$ cat config.mk
export PLATFORM = sky130hd
export DESIGN_NAME = multicycle_ctrl_unit
export DESIGN_NICKNAME = d
export VERILOG_FILES = /design/src/rtl/ctrl_pkg.sv /design/src/rtl/alu_decoder.sv /design/src/rtl/multicycle_ctrl_unit.sv
export SDC_FILE = /design/constraint.sdc
export NUM_CORES = 1
export LEC_CHECK = 0
export CORE_ASPECT_RATIO = 0.8
export CORE_UTILIZATION = 26
export DETAILED_ROUTE_END_ITERATION = 7
export SLEW_MARGIN = 20
export SYNTH_ARGS = -nofsm -noshare
export SYNTH_HDL_FRONTEND = slang
export SYNTH_HIERARCHICAL = 1
export SYNTH_SLANG_ARGS = --single-unit
$ cat constraint.sdc
create_clock -name clk -period 3.4 [get_ports clk]
set_input_delay 0.68 -clock clk [delete_from_list [all_inputs] [get_ports clk]]
set_output_delay 0.68 -clock clk [all_outputs]
set_load 0.005 [all_outputs]
$ cat src/rtl/ctrl_pkg.sv
// Shared encodings for the multicycle RV32I control unit: opcodes, FSM states,
// ALU operation codes, datapath mux selects and branch-condition helpers.
package ctrl_pkg;

  localparam logic [6:0] OP_LOAD   = 7'b0000011;
  localparam logic [6:0] OP_STORE  = 7'b0100011;
  localparam logic [6:0] OP_RTYPE  = 7'b0110011;
  localparam logic [6:0] OP_ITYPE  = 7'b0010011;
  localparam logic [6:0] OP_BRANCH = 7'b1100011;
  localparam logic [6:0] OP_JAL    = 7'b1101111;
  localparam logic [6:0] OP_JALR   = 7'b1100111;
  localparam logic [6:0] OP_LUI    = 7'b0110111;
  localparam logic [6:0] OP_AUIPC  = 7'b0010111;

  typedef enum logic [3:0] {
    S_RESET, S_FETCH, S_DECODE, S_MEMADR, S_MEMREAD, S_MEMWB, S_MEMWRITE, S_EXECR,
    S_EXECI, S_ALUWB, S_BRANCH, S_JAL, S_JALR, S_JALRPC, S_UPPER, S_TRAP
  } state_t;

  typedef enum logic [3:0] {
    ALU_ADD  = 4'd0, ALU_SUB = 4'd1, ALU_AND = 4'd2, ALU_OR  = 4'd3, ALU_XOR = 4'd4,
    ALU_SLT  = 4'd5, ALU_SLTU = 4'd6, ALU_SLL = 4'd7, ALU_SRL = 4'd8, ALU_SRA = 4'd9
  } alu_op_t;

  localparam logic [1:0] SRCA_PC    = 2'd0;
  localparam logic [1:0] SRCA_OLDPC = 2'd1;
  localparam logic [1:0] SRCA_RS1   = 2'd2;
  localparam logic [1:0] SRCB_RS2   = 2'd0;
  localparam logic [1:0] SRCB_IMM   = 2'd1;
  localparam logic [1:0] SRCB_FOUR  = 2'd2;
  localparam logic [1:0] RES_ALUOUT = 2'd0;
  localparam logic [1:0] RES_MEM    = 2'd1;
  localparam logic [1:0] RES_ALU    = 2'd2;
  localparam logic [2:0] IMM_I = 3'd0;
  localparam logic [2:0] IMM_S = 3'd1;
  localparam logic [2:0] IMM_B = 3'd2;
  localparam logic [2:0] IMM_U = 3'd4;

  function automatic logic branch_take(input logic [2:0] f3, input logic zero,
                                       input logic lt, input logic ltu);
    case (f3)
      3'b000:  return zero;
      3'b001:  return !zero;
      3'b100:  return lt;
      3'b101:  return !lt;
      3'b110:  return ltu;
      3'b111:  return !ltu;
      default: return 1'b0;
    endcase
  endfunction

  // Signed/unsigned compares exist only in the full branch set.
  function automatic logic branch_legal(input logic [2:0] f3, input logic full);
    case (f3)
      3'b000, 3'b001:                 return 1'b1;
      3'b100, 3'b101, 3'b110, 3'b111: return full;
      default:                        return 1'b0;
    endcase
  endfunction

endpackage

$ cat src/rtl/alu_decoder.sv
// Combinational ALU operation select: forced ADD/SUB for address and compare
// cycles, otherwise decoded from funct3/funct7 of an R- or I-type instruction.
module alu_decoder
  import ctrl_pkg::*;
(
  input  logic [2:0] funct3,
  input  logic       funct7,
  input  logic       is_rtype,
  input  logic       force_add,
  input  logic       force_sub,
  output logic [3:0] alucontrol
);

  alu_op_t alu_op;

  // funct7 selects SUB only for R-type; for shifts it selects SRA in both forms.
  always_comb begin
    alu_op = ALU_ADD;
    if (force_add) begin
      alu_op = ALU_ADD;
    end else if (force_sub) begin
      alu_op = ALU_SUB;
    end else begin
      case (funct3)
        3'b000:  alu_op = (is_rtype && funct7) ? ALU_SUB : ALU_ADD;
        3'b001:  alu_op = ALU_SLL;
        3'b010:  alu_op = ALU_SLT;
        3'b011:  alu_op = ALU_SLTU;
        3'b100:  alu_op = ALU_XOR;
        3'b101:  alu_op = funct7 ? ALU_SRA : ALU_SRL;
        3'b110:  alu_op = ALU_OR;
        default: alu_op = ALU_AND;
      endcase
    end
  end

  assign alucontrol = alu_op;

endmodule

$ cat src/rtl/multicycle_ctrl_unit.sv
// Multicycle RV32I control FSM: sequences fetch/decode/execute/memory/writeback
// and drives the shared datapath's mux selects, enables and the sticky trap flag.
module multicycle_ctrl_unit
  import ctrl_pkg::*;
#(
  parameter int XLEN        = 32,
  parameter bit BRANCH_FULL = 1'b1,
  parameter bit MEM_WAIT    = 1'b1
) (
  input  logic       clk,
  input  logic       rst,
  input  logic [6:0] op,
  input  logic [2:0] funct3,
  input  logic       funct7,
  input  logic       zero,
  input  logic       lt,
  input  logic       ltu,
  input  logic       mem_ready,
  output logic       mem_req,
  output logic       memwrite,
  output logic       irwrite,
  output logic       pcwrite,
  output logic       adrsrc,
  output logic [1:0] alusrca,
  output logic [1:0] alusrcb,
  output logic [3:0] alucontrol,
  output logic [1:0] resultsrc,
  output logic [2:0] immsrc,
  output logic       regwrite,
  output logic       illegal
);

  if (XLEN != 32) begin : g_xlen_check
    $error("multicycle_ctrl_unit supports RV32 only");
  end

  state_t state, next_state;
  logic   ready, br_ok, take;
  logic   is_rtype, force_add, force_sub;

  assign ready = MEM_WAIT ? mem_ready : 1'b1;
  assign br_ok = branch_legal(funct3, BRANCH_FULL);
  assign take  = branch_take(funct3, zero, lt, ltu);

  // illegal is raised on the transition into TRAP so it is visible for the whole trap.
  always_ff @(posedge clk or posedge rst) begin
    if (rst) begin
      state   <= S_RESET;
      illegal <= 1'b0;
    end else begin
      state <= next_state;
      if (next_state == S_TRAP) illegal <= 1'b1;
    end
  end

  always_comb begin
    next_state = state;
    case (state)
      S_RESET:    next_state = S_FETCH;
      S_FETCH:    if (ready) next_state = S_DECODE;
      S_DECODE: begin
        case (op)
          OP_LOAD, OP_STORE: next_state = S_MEMADR;
          OP_RTYPE:          next_state = S_EXECR;
          OP_ITYPE:          next_state = S_EXECI;
          OP_BRANCH:         next_state = S_BRANCH;
          OP_JAL:            next_state = S_JAL;
          OP_JALR:           next_state = S_JALR;
          OP_LUI, OP_AUIPC:  next_state = S_UPPER;
          default:           next_state = S_TRAP;
        endcase
      end
      S_MEMADR:   next_state = (op == OP_STORE) ? S_MEMWRITE : S_MEMREAD;
      S_MEMREAD:  if (ready) next_state = S_MEMWB;
      S_MEMWB:    next_state = S_FETCH;
      S_MEMWRITE: if (ready) next_state = S_FETCH;
      S_EXECR, S_EXECI, S_JAL, S_JALRPC, S_UPPER: next_state = S_ALUWB;
      S_ALUWB:    next_state = S_FETCH;
      S_BRANCH:   next_state = br_ok ? S_FETCH : S_TRAP;
      S_JALR:     next_state = S_JALRPC;
      default:    next_state = S_TRAP;
    endcase
  end

  // Moore decode of state; only FETCH strobes and the branch PC load look at inputs.
  always_comb begin
    mem_req   = 1'b0;
    memwrite  = 1'b0;
    irwrite   = 1'b0;
    pcwrite   = 1'b0;
    adrsrc    = 1'b0;
    alusrca   = SRCA_PC;
    alusrcb   = SRCB_RS2;
    resultsrc = RES_ALUOUT;
    immsrc    = IMM_I;
    regwrite  = 1'b0;
    case (state)
      S_FETCH: begin
        mem_req   = 1'b1;
        alusrcb   = SRCB_FOUR;
        resultsrc = RES_ALU;
        irwrite   = ready;
        pcwrite   = ready;
      end
      S_DECODE: begin
        alusrca = SRCA_OLDPC;
        alusrcb = SRCB_IMM;
        immsrc  = IMM_B;
      end
      S_MEMADR: begin
        alusrca = SRCA_RS1;
        alusrcb = SRCB_IMM;
        immsrc  = (op == OP_STORE) ? IMM_S : IMM_I;
      end
      S_MEMREAD: begin
        mem_req = 1'b1;
        adrsrc  = 1'b1;
      end
      S_MEMWB: begin
        resultsrc = RES_MEM;
        regwrite  = 1'b1;
      end
      S_MEMWRITE: begin
        mem_req  = 1'b1;
        memwrite = 1'b1;
        adrsrc   = 1'b1;
      end
      S_EXECR: alusrca = SRCA_RS1;
      S_EXECI: begin
        alusrca = SRCA_RS1;
        alusrcb = SRCB_IMM;
      end
      S_ALUWB: regwrite = 1'b1;
      S_BRANCH: begin
        alusrca = SRCA_RS1;
        pcwrite = br_ok && take;
      end
      S_JAL, S_JALRPC: begin
        alusrca = SRCA_OLDPC;
        alusrcb = SRCB_FOUR;
        pcwrite = 1'b1;
      end
      S_JALR: begin
        alusrca = SRCA_RS1;
        alusrcb = SRCB_IMM;
      end
      S_UPPER: begin
        alusrca = (op == OP_AUIPC) ? SRCA_OLDPC : SRCA_RS1;
        alusrcb = SRCB_IMM;
        immsrc  = IMM_U;
      end
      default: ;
    endcase
  end

  assign is_rtype  = (state == S_EXECR);
  assign force_sub = (state == S_BRANCH);
  assign force_add = !(state == S_EXECR || state == S_EXECI || state == S_BRANCH);

  alu_decoder u_alu_decoder (
    .funct3    (funct3),
    .funct7    (funct7),
    .is_rtype  (is_rtype),
    .force_add (force_add),
    .force_sub (force_sub),
    .alucontrol(alucontrol)
  );

endmodule

==> results.ini <==
[routing]
ant_nets = 0
num_vias = 904
drt-initial-drc-count = 85
drt-pass1-iter-count = 4
finalWirelength_mm = 2.08
drc = 0
post_drt_wl_per_cell_um = 11.2
viasPerCell = 4.89

[yosys]
syn_nets = 129
ys_types = 44
yosysSeqAreaShare = 0.159
syn_avg_cell_area_um2 = 7.03
synth_cells = 112
netlist_area_um2 = 787
synth_seq_cells = 5
yosys_warnings = 6

[worst_setup_path]
r2r-end = illegal
end_kind = primary output
cp-startpoint = op[3]
cp.required_ns = 2.72
critPathArrivalTime_ns = 2.57
crit_type = in -> out
r2r_start = state[0]
r2r_slack_ns = 1.35
path_max_fanout = 4
crit_path_start_kind = input pin
critPathCapture = alusrca[1]
reg2regPathDepth = 5

[sta]
fin_skew_ns = 0.00200
rsz0062_at_grt = no
worstMarginPinSlew_ns = 0.672
max-slew-margin-rel = 0.549
hold_viol = 0
finalSetupViolCount = 0
slew_violations = 0
period_share = 0.957
finalCriticalPeriod_ns = 3.25
fmax_mhz = 307
setup_tns_ns = 0

[die]
core_um2 = 2810
initial_utilization = 0.280
pin_count = 37
die_x_um = 63.5
dieArea_um2 = 3250
die_height_um = 51.2
rows = 17

[pwr]
leakage_nw = 0.483
totalPowerFinal_mw = 0.705
switching_share = 0.405
power_density_nw_per_um2 = 585
ir_drop_uv = 189
seqPwrFrac = 0.234
combinationalPowerShare = 0.614
intPower_mw = 0.420
pwr-share-clk = 0.151
switching_power_mw = 0.286

[placed_design]
dp.cells = 181
portBuffers = 36
dp_hpwl_mm = 1.63
place.gp.congestion = 0.843

[global_route]
grt-ovfl-total = 0
grt_pass1_vias = 784
grt.total_usage = 0.138
grt_first_pass_wirelength_mm = 3.55
antenna_found_initial = 0
grt_max_degree = 20

[clock_network]
cts_max_level = 1
clkTransAtPathRegs_ns = 0.03
cts_sinks = 5
postCtsSetupBuffers = 0
clockRootBuffer = clkbuf_8
clockBufferDepth = 2
hold_buffers = 0
clk_latency_ns = 0.22
cts_buffers = 3
cts-resized-gates = 0
cts_tree = built

[layout]
drive_above_1_share = 0.0748
final_common_cell = clkdlybuf4s50_1
final_nets = 165
syn_to_final_growth_pct = 53.3
n_antenna_cell = 0
final_cell_mix = clkdlybuf4s50_1 (36), nor2_1 (17), a21oi_1 (9)
fin_cells = 185
nFillCells = 306

[min_path]
hold_path_class = reg -> reg

[run]
cap_violations = 0

[status]
status = finished, final reports clean

==> routing by layer <==
metal | up-vias | routed length [µm] | global-route usage | share of wire
li1 | 471 | - | - | -
met1 | 405 | 1020 | 0.198 | 0.49
met2 | 26 | 900 | 0.204 | 0.43
met3 | 2 | 144 | 0.0313 | 0.069
met4 | 0 | 17 | 0.0341 | 0.0082
met5 | - | 0 | 0 | 0
==> cell type report <==
type                            count  area (µm²)  share of cell area
Sequential cell                     5         125               0.104
Clock buffer                        4        45.0              0.0373
Tap cell                           38        47.5              0.0394
Multi-Input combinational cell     96         602               0.499
Inverter                            5        18.8              0.0156
Timing Repair Buffer               37         368               0.305
==> how the worst min path moves through the flow <==
stage	from	to	cells past startpoint
floorplan	rst	illegal	1
global placement	illegal	illegal	1
detailed placement	illegal	illegal	1
CTS	illegal	illegal	1
global route	illegal	illegal	1
finish	illegal	illegal	1
==> power by group through the flow <==
stage | Combinational, mW | Clock (mW) | Sequential, mW
4_1_cts | 0.438 | 0.110 | 0.165
5_1_grt | 0.475 | 0.117 | 0.176
3_5_place_dp | 0.436 | 0 | 0.166
6_report | 0.433 | 0.107 | 0.165
2_1_floorplan | 0.310 | 0 | 0.102
3_3_place_gp | 0.433 | 0 | 0.166
==> worst max-delay path: stages <==
cell	delay (ns)
clkdlybuf4s50_1	0.50
and3b_1	0.22
and4b_1	0.22
a311o_1	0.34
o21ai_0	0.07
clkdlybuf4s50_1	0.54
==> flip-flops by register name (all words and copies together), names as in the netlist <==
signal,cells
illegal,1
state,4
==> metrics by stage <==
stage | utilization | setup slack [ns] | hold WS (ns) | cell area [µm²]
floorplan | - | 1.26 | 0.459 | 787
global placement | 0.414 | 0.192 | 0.461 | 1160
detailed placement | 0.414 | 0.143 | 0.461 | 1160
CTS | 0.430 | 0.142 | 0.466 | 1210
global route | 0.430 | 0.0843 | 0.475 | 1210
finish | 0.430 | 0.146 | 0.461 | 1210
==> synth_stat cells, drive strengths merged <==
library cell | instances | area share
o221ai | 1 | 0.011
buf | 3 | 0.038
nor3 | 5 | 0.032
a2111oi | 1 | 0.019
clkbuf | 3 | 0.014
a311o | 1 | 0.013
a21oi | 10 | 0.068
nand2 | 5 | 0.024
a21boi | 1 | 0.0095
nor2 | 17 | 0.081
inv | 4 | 0.019
o21a | 1 | 0.0095
a22oi | 2 | 0.019
and4b | 1 | 0.013
o21ai | 10 | 0.064
a32oi | 1 | 0.011
nand4 | 1 | 0.0080
or2b | 1 | 0.0095
a41o | 1 | 0.013
or2 | 1 | 0.0080
or3 | 1 | 0.0080
mux2 | 1 | 0.014
xor2 | 3 | 0.033
clkinv | 1 | 0.0048
dfrtp | 5 | 0.16
and3b | 1 | 0.011
xnor2 | 1 | 0.011
o31ai | 1 | 0.0095
o211ai | 2 | 0.025
mux2i | 2 | 0.025
a21o | 1 | 0.0095
a31oi | 1 | 0.0080
nor2b | 7 | 0.059
and3 | 2 | 0.016
nand2b | 9 | 0.081
nand4b | 1 | 0.011
nand3 | 2 | 0.013
or4b | 1 | 0.017
==> cells by family (layout without fill, tap and decap cells) <==
| group | Yosys count | count (layout) | share of synthesized area |
|---|---|---|---|
| AND/OR/NAND/NOR | 55 | 55 | 0.391 |
| XOR/XNOR | 4 | 4 | 0.0445 |
| flip-flops | 5 | 5 | 0.159 |
| AO/OA/AOI/OAI | 34 | 34 | 0.289 |
| multiplexers | 3 | 3 | 0.0397 |
| buffers and inverters | 11 | 46 | 0.0763 |
Note: power is estimated with default switching activity, not from simulation.
